===== config.mk =====
export PLATFORM = sky130hd
export DESIGN_NAME = dma_chan_sched
export DESIGN_NICKNAME = d
export VERILOG_FILES = /design/src/rtl/dma_chan_sched.sv
export SDC_FILE = /design/constraint.sdc
export NUM_CORES = 1
export LEC_CHECK = 0
export CAP_MARGIN = 20
export CORE_UTILIZATION = 30
export DETAILED_ROUTE_END_ITERATION = 10
export MAX_ROUTING_LAYER = met4
export PLACE_DENSITY = 0.6
export SKIP_LAST_GASP = 1
export SYNTH_ARGS = -nofsm -noshare
export SYNTH_HDL_FRONTEND = slang
export SYNTH_SLANG_ARGS = --single-unit

===== constraint.sdc =====
create_clock -name clk_i -period 3.71 [get_ports clk_i]
set_input_delay 0.742 -clock clk_i [delete_from_list [all_inputs] [get_ports clk_i]]
set_output_delay 0.742 -clock clk_i [all_outputs]
set_load 0.01 [all_outputs]

===== src/rtl/dma_chan_sched.sv =====
// Round-robin DMA job scheduler: picks one channel's job, tracks in-flight jobs, per-channel IDs.
// Latency: request path is combinational (0 cycles); chan_done_o pulses 1 cycle after completion.
// Backpressure: a stalled grant is locked until req_ready_i; no grant while the in-flight FIFO is full.
// Optional: define DMA_CHAN_SCHED_PRIO_EN to add prio_i high-priority candidate filtering.
module dma_chan_sched #(
  parameter int NumChan        = 4,
  parameter int ReqWidth       = 64,
  parameter int IdCounterWidth = 32,
  parameter int MaxInFlight    = 8,
  localparam int ChanIdxW      = (NumChan > 1) ? $clog2(NumChan) : 1,
  localparam int CntW          = $clog2(MaxInFlight + 1)
) (
  input  logic                              clk_i,
  input  logic                              rst_ni,
  input  logic [NumChan*ReqWidth-1:0]       req_i,
  input  logic [NumChan-1:0]                req_valid_i,
  output logic [NumChan-1:0]                req_ready_o,
`ifdef DMA_CHAN_SCHED_PRIO_EN
  input  logic [NumChan-1:0]                prio_i,
`endif
  output logic [ReqWidth-1:0]               req_o,
  output logic [ChanIdxW-1:0]               req_chan_o,
  output logic                              req_valid_o,
  input  logic                              req_ready_i,
  input  logic                              rsp_valid_i,
  output logic                              rsp_ready_o,
  output logic [NumChan*IdCounterWidth-1:0] next_id_o,
  output logic [NumChan*IdCounterWidth-1:0] done_id_o,
  output logic [NumChan-1:0]                chan_done_o,
  output logic [NumChan-1:0]                busy_o
);

  localparam int PtrW = $clog2(MaxInFlight);

  // in-flight FIFO of source channels, completions come back in issue order
  logic [ChanIdxW-1:0] fifo_mem [MaxInFlight];
  logic [PtrW-1:0]     wr_ptr_q, rd_ptr_q;
  logic [CntW-1:0]     fifo_cnt_q;
  logic                fifo_full, fifo_empty;

  // arbitration state
  logic                lock_q;
  logic [ChanIdxW-1:0] lock_chan_q;
  logic [ChanIdxW-1:0] last_grant_q;
  logic [NumChan-1:0]  cand;
  logic                any_cand;
  logic [ChanIdxW-1:0] rr_chan, rr_idx, sel_chan, head_chan;

  // per-channel bookkeeping
  logic [IdCounterWidth-1:0] next_id_q [NumChan];
  logic [IdCounterWidth-1:0] done_id_q [NumChan];
  logic [CntW-1:0]           outst_q   [NumChan];
  logic [NumChan-1:0]        chan_done_q;
  logic [ReqWidth-1:0]       req_arr   [NumChan];

  logic               req_hs, rsp_hs;
  logic [NumChan-1:0] push_oh, pop_oh;

  genvar g;
  for (g = 0; g < NumChan; g++) begin : g_pack
    assign req_arr[g]                                   = req_i[g*ReqWidth +: ReqWidth];
    assign next_id_o[g*IdCounterWidth +: IdCounterWidth] = next_id_q[g];
    assign done_id_o[g*IdCounterWidth +: IdCounterWidth] = done_id_q[g];
    assign busy_o[g]                                    = (outst_q[g] != '0);
  end

  // candidate set: with priority enabled, high-priority requesters shadow the rest
`ifdef DMA_CHAN_SCHED_PRIO_EN
  logic [NumChan-1:0] hi_cand;
  assign hi_cand = req_valid_i & prio_i;
  assign cand    = (|hi_cand) ? hi_cand : req_valid_i;
`else
  assign cand    = req_valid_i;
`endif

  // round-robin search starting just after the last granted channel
  always_comb begin
    rr_chan  = '0;
    rr_idx   = '0;
    any_cand = 1'b0;
    for (int k = 1; k <= NumChan; k++) begin
      rr_idx = ChanIdxW'((int'(last_grant_q) + k) % NumChan);
      if (!any_cand && cand[rr_idx]) begin
        any_cand = 1'b1;
        rr_chan  = rr_idx;
      end
    end
  end

  assign fifo_full   = (fifo_cnt_q == CntW'(MaxInFlight));
  assign fifo_empty  = (fifo_cnt_q == '0);
  assign head_chan   = fifo_mem[rd_ptr_q];

  // a stalled offer keeps its channel; new requesters cannot preempt it
  assign sel_chan    = lock_q ? lock_chan_q : rr_chan;
  assign req_chan_o  = sel_chan;
  assign req_o       = req_arr[sel_chan];
  assign req_valid_o = rst_ni & ~fifo_full & (lock_q | any_cand);
  assign req_hs      = req_valid_o & req_ready_i;

  // completions only from a registered non-empty FIFO, so no same-cycle bypass
  assign rsp_ready_o = ~fifo_empty;
  assign rsp_hs      = rsp_valid_i & rsp_ready_o;

  // one-hot views of the issuing and retiring channel
  always_comb begin
    push_oh = '0;
    pop_oh  = '0;
    if (req_hs) push_oh[sel_chan]  = 1'b1;
    if (rsp_hs) pop_oh[head_chan]  = 1'b1;
  end

  assign req_ready_o = push_oh;
  assign chan_done_o = chan_done_q;

  // FIFO storage needs no reset: only entries below the count are ever read
  always_ff @(posedge clk_i) begin
    if (req_hs) fifo_mem[wr_ptr_q] <= sel_chan;
  end

  // FIFO pointers and occupancy
  always_ff @(posedge clk_i or negedge rst_ni) begin
    if (!rst_ni) begin
      wr_ptr_q   <= '0;
      rd_ptr_q   <= '0;
      fifo_cnt_q <= '0;
    end else begin
      if (req_hs) wr_ptr_q <= (wr_ptr_q == PtrW'(MaxInFlight - 1)) ? '0 : wr_ptr_q + PtrW'(1);
      if (rsp_hs) rd_ptr_q <= (rd_ptr_q == PtrW'(MaxInFlight - 1)) ? '0 : rd_ptr_q + PtrW'(1);
      if (req_hs && !rsp_hs)      fifo_cnt_q <= fifo_cnt_q + CntW'(1);
      else if (rsp_hs && !req_hs) fifo_cnt_q <= fifo_cnt_q - CntW'(1);
    end
  end

  // grant lock and round-robin pointer
  always_ff @(posedge clk_i or negedge rst_ni) begin
    if (!rst_ni) begin
      lock_q       <= 1'b0;
      lock_chan_q  <= '0;
      last_grant_q <= ChanIdxW'(NumChan - 1);
    end else if (req_hs) begin
      lock_q       <= 1'b0;
      last_grant_q <= sel_chan;
    end else if (req_valid_o) begin
      lock_q       <= 1'b1;
      lock_chan_q  <= sel_chan;
    end
  end

  // per-channel ID counters and outstanding-job counts
  always_ff @(posedge clk_i or negedge rst_ni) begin
    if (!rst_ni) begin
      for (int c = 0; c < NumChan; c++) begin
        next_id_q[c] <= IdCounterWidth'(1);
        done_id_q[c] <= '0;
        outst_q[c]   <= '0;
      end
    end else begin
      for (int c = 0; c < NumChan; c++) begin
        if (push_oh[c]) next_id_q[c] <= next_id_q[c] + IdCounterWidth'(1);
        if (pop_oh[c])  done_id_q[c] <= done_id_q[c] + IdCounterWidth'(1);
        if (push_oh[c] && !pop_oh[c])      outst_q[c] <= outst_q[c] + CntW'(1);
        else if (pop_oh[c] && !push_oh[c]) outst_q[c] <= outst_q[c] - CntW'(1);
      end
    end
  end

  // completion pulse, one cycle after the retiring handshake
  always_ff @(posedge clk_i or negedge rst_ni) begin
    if (!rst_ni) chan_done_q <= '0;
    else         chan_done_q <= pop_oh;
  end

endmodule


==> run metrics <==
status finished with violations; failing checks negative setup slack; P_leak between 0.01 and 0.015 uW; drt initial violations around 740; setup ws final -0.0117 ns; VDD IR max a little under 0.4 mV; first-pass iteration count of the detailed router 5; clk_skew between 0.02 and 0.025 ns; dpl cell area approximately 24000 um2; cell row count 85; die height ~240 um; pin count of the biggest net entering global routing around 150; All-Layer GR Usage about 24%; worst hold margin 0.281 ns; final hold vios 0; ys async rst share around 95%; Fmax achieved 0.269 GHz; Worst Tran Pin Value between 0.8 and 0.9 ns; Syn Nets about 1800; min-delay worst type in2async; Synth top area share between 40% and 50%; CORE AREA 53800 um2; Via density 4.86; final-report max-slew violation count 0; fin area between 20000 and 30000 um2; routability congestion estimate from global placement around 1; Max Root-Sink Buffers 3; reg2reg path depth 16; startpoint types input port; Final period util 100%; die area 55500 um2; most frequent cells in the layout clkdlybuf4s50_1, dfrtp_1, xnor2_1; mapped cell area around 16000 um2; Final nets about 2500; CTS Sinks ~310; Detailed Place HPWL 52.9 mm; synth-to-layout area growth 59.0%; initial core utilization a little under a third; Final Util between 40 and 50%; Setup TNS -0.0219 ns; top_reg_cell synth dfrtp_1; final setup vio count 3; share of cells above drive strength 1 between 10% and 20%; yosys warns 0; first-pass GRT wire length just under 100 mm; Critical Path Sink Type output port; Yosys top cell by area dfrtp_1; IO buf count between 500 and 600; relative slew slack around 40%; PwrDens 600 nW/um2; MaxCap Viol Count 0; Detailed Route WL 67.3 mm; fill count roughly 4900; Netlist cell types 60; CTS tree yes; commonest non-fill, non-tap cell in the layout clkdlybuf4s50_1; Die X around 240 um; # IOs 600; CP max FO 6; vias in the first global route approximately 15000; kind of critical path in2out; H-tree Lvls 2; CP arrival 2.98 ns; register area share after synthesis 47.5%; GRT overflow 0; Mapped Cells about 1500; initial antenna violation count 21; CTS Root Cell clkbuf_16; top cells by area, synth dfrtp_1, mux2i_1, xnor2_1; unrepaired setup endpoints after global routing yes; Worst-Skew Late Latency 0.56 ns; min cycle time layout about 3.7 ns; clock input transition at the sequential cells of the worst setup and hold paths approximately 0.050 ns; Residual DRC 0; CP Data Required Time slightly below 3 ns; Synth Area per Inst ~11 um2; antenna-violating nets left 0; Wirelength per Cell approximately 22 um; routed vias 14500; EDFF count, synth 16; total CTS buffers 39; post-synthesis register bit count 307
## repair_timing
action,4_1_cts,5_1_grt
endpoints found under the setup margin,70,62
pin swaps,4,3
hold buffers,0,0
gates resized for setup,258,66
cloned,7,6
setup buffers,20,35
## routing by layer
metal	GRT usage, %	vias to the layer above	part of all wire, %
met5	-	-	0
met1	27.9	7120	40
li1	-	6819	-
met3	6.18	118	5.9
met4	11.3	0	4.6
met2	39.7	487	49
## synth_stat cells (all sizes together), types with 7 or more instances
library cell and n:
dfrtp 285, mux2i 194, xnor2 162, nand2 132
xor2 106, nand3 85, nor2 73, nor3 66
nand4 62, inv 45, and3 38, buf 30
ha 27, nor4 26, and4 20, clkbuf 19
edfxtp 16, a21oi 12, mux2 10, o21ai 10
and2 9, or4 9, a21o 8, nand2b 8
nor2b 7, or2 7
## path summary, 6_finish.rpt
| check | startpoint | endpoint | slack, ns |
|---|---|---|---|
| setup / recovery | req_valid_i[3] | req_o[48] | -0.01 |
| hold / removal | rst_ni | done_id_o[76] | 0.28 |
| setup reg to reg | last_grant_q[1] | outst_q[3] | 0.35 |
| hold reg to reg | outst_q[7] | outst_q[7] | 0.46 |
| max in group asynchronous | rst_ni | done_id_o[18] | 1.99 |
| min in group clk_i | outst_q[7] | outst_q[7] | 0.46 |
## registers in the layout, indices dropped and copies added (netlist names)
name	flops
chan_done_o	4
last_grant_q	2
done_id_o	128
fifo_cnt_q	4
next_id_o	128
rd_ptr_q	3
outst_q	16
fifo_mem	16
lock_q	1
wr_ptr_q	3
lock_chan_q	2
## final cells by class
cell class,count,area (um2),share of cell area [%]
antenna,19,47.5,0.183
clock buffer,57,1110,4.28
clock inverter,13,130,0.500
inverter,46,175,0.673
multi-input combinational,1107,8490,32.6
sequential,307,7770,29.9
tap,696,871,3.35
timing repair buffer,748,7420,28.5
## logic make-up after synthesis
| kind of cell | count (synthesis) | synth area share [%] |
|---|---|---|
| AOI/OAI and AO/OA | 39 | 1.73 |
| muxes | 209 | 13.2 |
| xor gates and xnor gates | 268 | 14.3 |
| and+or+nand+nor | 559 | 18.0 |
| adders and majority gates | 32 | 2.68 |
| buffers and inverters | 95 | 2.55 |
| DFF | 307 | 47.5 |
## critical path: stages
cell and delay, ns:
dlygate4sd2_1 0.25, buf_6 0.13, or4_4 0.50, nor2_4 0.15, nor2_4 0.06, buf_12 0.15
buf_12 0.13, buf_8 0.13, clkbuf_16 0.15, buf_4 0.13, mux2i_1 0.11, mux2i_1 0.17
buf_2 0.16
## metrics by stage
stage / setup WS [ns] / power (uW) / std cells
floorplan: 0.153 / 7470 / 1509
global placement: -0.606 / 10700 / 2840
detailed placement: -0.666 / 10800 / 2840
CTS: -0.118 / 15100 / 2935
global route: -0.136 / 16400 / 2993
finish: -0.0117 / 15600 / 2993
## power by group
group | internal (uW) | switching, uW | total (uW)
sequential | 3800 | 505 | 4310
combinational | 4190 | 3390 | 7580
clock | 2170 | 1540 | 3710
Power figures use the tool's default switching activity.
